## src/rtl/rs232_pkg.sv

```systemverilog
// Shared definitions for the 8N1 serial blocks: receiver state encoding,
// frame geometry, bit-period arithmetic and the 2-of-3 vote helper.
package rs232_pkg;

  typedef enum logic [2:0] {
    IDLE  = 3'd0,
    START = 3'd1,
    DATA  = 3'd2,
    STOP  = 3'd3,
    BREAK = 3'd4
  } rx_state_t;

  localparam int DATA_BITS = 8;

  // Clocks per bit, rounded to nearest; shared with the transmitter.
  function automatic int calc_period(input int frequency, input int bps);
    return (frequency + bps / 2) / bps;
  endfunction

  // 2-of-3 majority vote.
  function automatic logic majority3(input logic a, input logic b, input logic c);
    return (a & b) | (a & c) | (b & c);
  endfunction

endpackage

```

## src/rtl/rs232_sync.sv

```systemverilog
// Two-flop synchroniser for the asynchronous rx pin; resets to the idle
// (high) line level so a reset never looks like a start bit.
module rs232_sync (
  input  logic clock,
  input  logic reset,
  input  logic d,
  output logic q
);

  logic meta;

  // Double-register the asynchronous input.
  always_ff @(posedge clock) begin
    if (reset) begin
      meta <= 1'b1;
      q    <= 1'b1;
    end else begin
      meta <= d;
      q    <= meta;
    end
  end

endmodule

```

## src/rtl/rs232in.sv

```systemverilog
// 8N1 asynchronous serial receiver with a single-entry valid/ready holding
// register, framing-error and overrun pulses.
// Optional build macro RS232IN_MAJORITY_EN: each bit decision becomes a
// 2-of-3 vote of rx_s taken at timer=1, timer=0 and the following cycle.
module rs232in
  import rs232_pkg::*;
#(
  parameter int bps       = 9600,
  parameter int frequency = 50000000,
  parameter int period    = calc_period(frequency, bps),
  parameter int CNT_W     = 16
) (
  input  logic       clock,
  input  logic       reset,
  input  logic       rx,
  output logic       rx_data_valid,
  input  logic       rx_data_ready,
  output logic [7:0] rx_data,
  output logic       rx_framing_error,
  output logic       rx_overrun
);

  localparam logic [CNT_W-1:0] ZERO    = {CNT_W{1'b0}};
  localparam logic [CNT_W-1:0] ONE     = CNT_W'(1);
  localparam logic [CNT_W-1:0] HALF_M1 = CNT_W'(period / 2 - 1);
`ifdef RS232IN_MAJORITY_EN
  // The vote adds a hold cycle at timer=0, so reload one shorter to keep
  // consecutive decisions exactly one bit period apart.
  localparam logic [CNT_W-1:0] RELOAD  = CNT_W'(period - 2);
`else
  localparam logic [CNT_W-1:0] RELOAD  = CNT_W'(period - 1);
`endif
  localparam logic [2:0]       LAST_BIT = 3'(DATA_BITS - 1);

  logic             rx_s;
  rx_state_t        state;
  logic [CNT_W-1:0] timer;
  logic [2:0]       bit_idx;
  logic [7:0]       shift;
  logic             expire;
  logic             sample;

  rs232_sync u_sync (
    .clock (clock),
    .reset (reset),
    .d     (rx),
    .q     (rx_s)
  );

`ifdef RS232IN_MAJORITY_EN
  logic vote0;
  logic vote1;
  logic pend;

  // Gather the votes around each bit centre; decide one cycle after timer=0.
  always_ff @(posedge clock) begin
    if (reset) begin
      vote0 <= 1'b1;
      vote1 <= 1'b1;
      pend  <= 1'b0;
    end else if (state == START || state == DATA || state == STOP) begin
      if (pend) begin
        pend <= 1'b0;
      end else if (timer == ZERO) begin
        vote1 <= rx_s;
        pend  <= 1'b1;
      end else begin
        if (timer == ONE) begin
          vote0 <= rx_s;
        end
        pend <= 1'b0;
      end
    end else begin
      pend <= 1'b0;
    end
  end

  assign expire = pend;
  assign sample = majority3(vote0, vote1, rx_s);
`else
  assign expire = (timer == ZERO);
  assign sample = rx_s;
`endif

  // Frame FSM plus the holding register and status pulses.
  always_ff @(posedge clock) begin
    if (reset) begin
      state            <= IDLE;
      timer            <= ZERO;
      bit_idx          <= 3'd0;
      shift            <= 8'h00;
      rx_data_valid    <= 1'b0;
      rx_data          <= 8'h00;
      rx_framing_error <= 1'b0;
      rx_overrun       <= 1'b0;
    end else begin
      rx_framing_error <= 1'b0;
      rx_overrun       <= 1'b0;
      if (rx_data_valid && rx_data_ready) begin
        rx_data_valid <= 1'b0;
      end
      case (state)
        IDLE: begin
          if (!rx_s) begin
            timer <= HALF_M1;
            state <= START;
          end
        end
        START: begin
          if (expire) begin
            if (sample) begin
              state <= IDLE;
            end else begin
              timer   <= RELOAD;
              bit_idx <= 3'd0;
              state   <= DATA;
            end
          end else if (timer != ZERO) begin
            timer <= timer - ONE;
          end
        end
        DATA: begin
          if (expire) begin
            shift <= {sample, shift[7:1]};
            timer <= RELOAD;
            if (bit_idx == LAST_BIT) begin
              state <= STOP;
            end else begin
              bit_idx <= bit_idx + 3'd1;
            end
          end else if (timer != ZERO) begin
            timer <= timer - ONE;
          end
        end
        STOP: begin
          if (expire) begin
            if (sample) begin
              // Load if empty or being drained this cycle; else drop it.
              if (!rx_data_valid || rx_data_ready) begin
                rx_data       <= shift;
                rx_data_valid <= 1'b1;
              end else begin
                rx_overrun <= 1'b1;
              end
              state <= IDLE;
            end else begin
              rx_framing_error <= 1'b1;
              state            <= BREAK;
            end
          end else if (timer != ZERO) begin
            timer <= timer - ONE;
          end
        end
        BREAK: begin
          if (rx_s) begin
            state <= IDLE;
          end
        end
        default: begin
          state <= IDLE;
        end
      endcase
    end
  end

endmodule
```

## config.mk

```make
export PLATFORM = sky130hd
export DESIGN_NAME = rs232in
export DESIGN_NICKNAME = d
export VERILOG_FILES = /design/src/rtl/rs232_pkg.sv /design/src/rtl/rs232_sync.sv /design/src/rtl/rs232in.sv
export SDC_FILE = /design/constraint.sdc
export NUM_CORES = 1
export LEC_CHECK = 0
export CAP_MARGIN = 0
export CORE_MARGIN = 1.5
export CORE_UTILIZATION = 38
export CTS_BUF_LIST = sky130_fd_sc_hd__clkbuf_4
export CTS_CLUSTER_SIZE = 8
export DETAILED_ROUTE_END_ITERATION = 12
export PLACE_DENSITY = 0.55
export SYNTH_ARGS = -nofsm -noshare
export SYNTH_HDL_FRONTEND = slang
export SYNTH_SLANG_ARGS = --single-unit
```

## constraint.sdc

```tcl
create_clock -name clock -period 4.83 [get_ports clock]
set_input_delay 0.966 -clock clock [delete_from_list [all_inputs] [get_ports clock]]
set_output_delay 0.966 -clock clock [all_outputs]
set_load 0.005 [all_outputs]
```

# After elaboration in Yosys (flattened, before gate mapping)
# Index checks and enable logic that the tools add are counted.
# word_totals
out_inout_bits	11
register_bits	43
word_cells	73
in_bits	4
# classes
n_reduce_logical	15
n_eq_ne	15
bitwise_logic	3
n_mux	28
add_sub_neg	2
# ops
operator	n
16-bit 2-to-1 mux	6
16-bit case mux with 4 select lines	1
3-bit 2-to-1 mux	11
16-bit logical NOT	1
2-bit inequality test, second input constant	8
16-bit nonzero test	1
16-bit by 1-bit subtractor with 16-bit output, second input constant	1
3-bit case mux with 5 select lines	1
4-bit AND reduction	2
1-bit 2-to-1 mux	7
3-bit by 2-bit == test with 1-bit output, second input constant	2
3-bit == test, second input constant	2
3-bit case mux with 2 select lines	1
6-bit AND reduction	1
5-bit AND reduction	1
4-bit nonzero test	1
4-bit OR reduction	1
3-bit by 1-bit adder with 3-bit output, second input constant	1
3-bit by 1-bit == test with 1-bit output, second input constant	1
3-bit logical NOT	1
3-bit inequality test, second input constant	1
1-bit inverter	3
3-bit OR reduction	1
2-bit 2-to-1 mux	1
other kinds (6)	6

# Longest topological paths before layout
# depth
depth_word	6
ltp_mapped	12
mapped_depth_nobuf	11

# Cells and area by module
# From an unflattened synthesis, not the netlist that was laid out.
# unflattened
cells_unflattened	257
area_unflattened_um2	2267.2
# by_module_without_submodules
mod	instances	area_per_inst_um2	cells_each	seq_area_each_um2
rs232in	1	2214.6	253	820.8
rs232_sync	1	52.6	4	40.0

# Worst setup path after synthesis
# Ideal clock, no wire load.
# synth_timing
path_kind	register -> register
start	register timer[0]
end	register timer[0]
path_slack_ps	2580
setup_time_ps	86
required_ps	4744
period_less_slack_ps	2250
n_path_buf	1
arrival_time_ps	2165
stages_incl_launch_ff	13
cell_sequence	dfxtp_1 -> inv_1 -> ha_1 -> nor3b_2 -> nand3_2 -> or3_1 -> buf_2 -> ha_1 -> nand2_1 -> o21ai_0 -> o2bb2ai_1 -> a21oi_1 -> a211oi_1
# synth_via
elab_chain_cells	4
word_cells_on_any_way	11
classes_between	add/sub: 1; eq/ne: 2; mux: 5; reduce/logical: 3
# synth_lines
element	line_no	source
start: declaration	rs232in.sv:37	logic [CNT_W-1:0] timer;
start signal: assignment	rs232in.sv:119	timer <= timer - ONE;
start signal: assignment	rs232in.sv:132	timer <= timer - ONE;
start signal: assignment	rs232in.sv:151	timer <= timer - ONE;
16-bit by 1-bit subtractor with 16-bit output / 16-bit nonzero test (equally long branches)	-	
16-bit 2-to-1 mux	rs232in.sv:118, rs232in.sv:131, rs232in.sv:150	
16-bit 2-to-1 mux (on tied branches)	rs232in.sv:136, rs232in.sv:110, rs232in.sv:123	
16-bit case mux with 4 select lines	rs232in.sv:102	case (state)
# Several ways; a longest one is shown, not always the timed one. The select of a mux whose other input is x is not followed.
# A chain may end at the register's enable or synchronous reset.

# Final worst setup path
# layout_timing
start	register timer[5]
end	register rx_data[6]
# layout_via
elab_chain_cells	2
# layout_lines
element	line_no	source
16-bit logical NOT	rs232in.sv:81	assign expire = (timer == ZERO);
4-bit AND reduction (no line)	-	
end signal: assignment	rs232in.sv:140	rx_data <= shift;
end: declaration	rs232in.sv:18	output logic [7:0] rx_data,
# No other way between the ends.

==> results_dict.tcl <==
set metrics [dict create \
    rows 27 \
    cts_setup_buffers 0 \
    dp_hpwl_microns 3399 \
    drtAntennaViolNets 0 \
    skew_ns 0.01789 \
    insertedDiodeCount 0 \
    htreeDepth 2 \
    worstPathCellList "nor4_4, nand4_2, nor4b_2, mux2i_1, nor2_1" \
    path_depth 5 \
    synth_top_area_cell "dfxtp_1" \
    cts_sinks 43 \
    setup_tns_ns 0 \
    power.density_nw_per_um2 416.5 \
    crit_path_end_kind "flop" \
    gp_congestion 0.7933 \
    synth-main-ff-cell "dfxtp_1" \
    viasPerCell 5.752 \
    synth_area_leaders "dfxtp_1 (39%), mux2i_1 (7.7%), nor2_1 (4.3%)" \
    synth_seq_cells 43 \
    yosysUniqueCellTypes 54 \
    fin_util 0.4422 \
    cp_max_fo 14 \
    slowest_stage "nor4b_2" \
    syn2layout_area_growth_pct 11.31 \
    timing.fmax_mhz 351.1 \
    regToRegEndpoint "rx_data[6]$_SDFFE_PP0P_" \
    grt_max_degree 41 \
    clkSlewWorstSetupHoldPaths_ns 0.15 \
    cts_buffers 5 \
    required_ns 5.08 \
    grt_antenna_before_repair 0 \
    r2r_setup_slack_ns 1.98 \
    worst_pin_slew_ns 1.163 \
    die_width_microns 79.11 \
    synth_top_area_frac 0.3911 \
    coreArea_sq_um 5540 \
    setup-violations-final 0 \
    synth-edff-count 0 \
    leakage_nw 0.8282 \
    clock_path_buffers 2 \
    syn-instance-count 243 \
    die_area_sq_um 6258 \
    clock-root-buffer "clkbuf_4" \
    syn_area_sq_um 2201 \
    gr-total-overflow 0 \
    drt_drc_violations_left 0 \
    path_class "reg -> reg" \
    ff2ff_path_depth 5 \
    cp-startpoint "timer[5]$_SDFFE_PP0P_" \
    mostFrequentLayoutCells "dfxtp_1 (43), nor2_1 (25), mux2i_1 (17)" \
    grt_pass1_wl_microns 8024 \
    cts_hold_buf 0 \
    die_h_microns 79.11 \
    yosysWarnings 0 \
    startpoint_type "flop" \
    drive_gt1_frac 0.1181 \
    ioPinCount 15 \
    cts_resized 0 \
    status "completed" \
    wl_per_cell_microns 14.89 \
    syn_area_per_cell_sq_um 9.057 \
    synthArstFlopShare 0 \
    min_period_ns 2.848 \
    drt-initial-drc-count 180 \
    finalCritPeriodShare 0.5896 \
    start_util 0.3972 \
    cts_tree "built" \
    yosysSeqAreaShare 0.3911 \
    dr.pass1.iters 4 \
    rsz0062_at_grt "false" \
    grt_util_all_layers 0.1627 \
    num_vias 1875 \
    first_global_vias 1629 \
    cp.arrival_ns 3.10 \
    drt_wl_total_microns 4854 \
    ir_drop_v 0.0001845 \
    endpoint "rx_data[6]$_SDFFE_PP0P_" \
    fin_nets 261 \
    clk_latency_ns 0.36 \
    finalHoldViolCount 0 \
    port_buffers 14 \
    layout_commonest_cell "dfxtp_1" \
    synth_fp_nets 251 \
    min_path_type "reg -> reg" \
    final_max_slew_viol_count 0 \
    maxCapViolations 0 \
    reg2reg_from "timer[5]$_SDFFE_PP0P_" \
    max_slew_margin 0.2223 \
    critical-path-max-stage-delay_ns 1.11 \
    cpLargestDelayFamily "simple AND/OR/NAND/NOR gates" \
    worst-path-buf-inv 0 \
    hold_slack_ns 0.4271 \
]
[area by class of cell]
cell class	instances	area, sq um
Fill cell	575	3090
Timing Repair Buffer	16	155.1
Tap cell	72	90.09
Inverter	10	37.54
Clock buffer	5	37.54
Clock inverter	3	23.77
Multi-Input combinational cell	177	1245
Sequential cell	43	860.8
[synthesized netlist by cell type (3+ instances only)]
library cell / n
o21ai_0: 11
and4_1: 3
nor4_1: 4
a221oi_1: 4
or3_1: 6
ha_1: 4
clkbuf_1: 6
dfxtp_1: 43
a21o_1: 4
nor2_1: 25
or2_2: 7
a32o_1: 3
mux2i_1: 17
o31ai_1: 3
a21oi_1: 14
buf_2: 6
nand3_1: 3
o211ai_1: 3
nand2b_1: 5
inv_1: 10
nor3_1: 10
nand2_1: 10
[worst min-delay path by stage]
stage / start / slack [ns] / depth (start not counted) / end
4_1_cts: u_sync.meta$_SDFF_PP1_ / 0.43 / 1 / u_sync.q$_SDFF_PP1_
2_1_floorplan: u_sync.meta$_SDFF_PP1_ / 0.39 / 1 / u_sync.q$_SDFF_PP1_
6_report: u_sync.meta$_SDFF_PP1_ / 0.43 / 1 / u_sync.q$_SDFF_PP1_
3_5_place_dp: u_sync.meta$_SDFF_PP1_ / 0.40 / 1 / u_sync.q$_SDFF_PP1_
3_3_place_gp: u_sync.meta$_SDFF_PP1_ / 0.39 / 1 / u_sync.q$_SDFF_PP1_
5_1_grt: u_sync.meta$_SDFF_PP1_ / 0.44 / 1 / u_sync.q$_SDFF_PP1_
[worst register-to-register path, cell delays in order, from the launching register on]
cell,delay (ns)
dfxtp_1,0.40
nor4_4,0.44
nand4_2,0.46
nor4b_2,1.11
mux2i_1,0.27
nor2_1,0.05
[routing by layer]
| layer | GRT usage | part of all wire |
|---|---|---|
| met1 | 0.2285 | 0.49 |
| met2 | 0.2462 | 0.45 |
| met3 | 0.03218 | 0.044 |
| met4 | 0.05965 | 0.019 |
| met5 | 0 | 0 |
[per-stage QoR]
step	area [sq um]	worst slack, ns	std cells	power [W]
after floorplan	2201	2.580	243	0.0007542
after global placement	2389	1.900	318	0.0008345
after detailed placement	2389	1.845	318	0.0008307
after CTS	2450	1.993	326	0.001021
after global routing	2450	1.749	326	0.001084
final	2450	1.982	326	0.001020
[flip-flops by register name (all words and copies together) (netlist names)]
name / flops
shift: 8
u_sync.q: 1
timer: 16
u_sync.meta: 1
bit_idx: 3
rx_data_valid: 1
rx_data: 8
state: 3
rx_framing_error: 1
rx_overrun: 1
[power breakdown]
part | switching [W] | internal (W) | leakage (nW)
clock | 0.000128 | 0.0000584 | 0.0278
combinational | 0.000287 | 0.000139 | 0.452
sequential | 0.0000307 | 0.000377 | 0.348
total | 0.000445 | 0.000575 | 0.828
[kinds of logic after synthesis]
kind of cell,share of synthesized area
DFF,0.3911
AOI/OAI and AO/OA,0.2132
muxes,0.08755
and+or+nand+nor,0.2354
adders and majority gates,0.02274
xor gates and xnor gates,0.003980
buffers and inverters,0.04605
(Power assumes the default switching activity.)
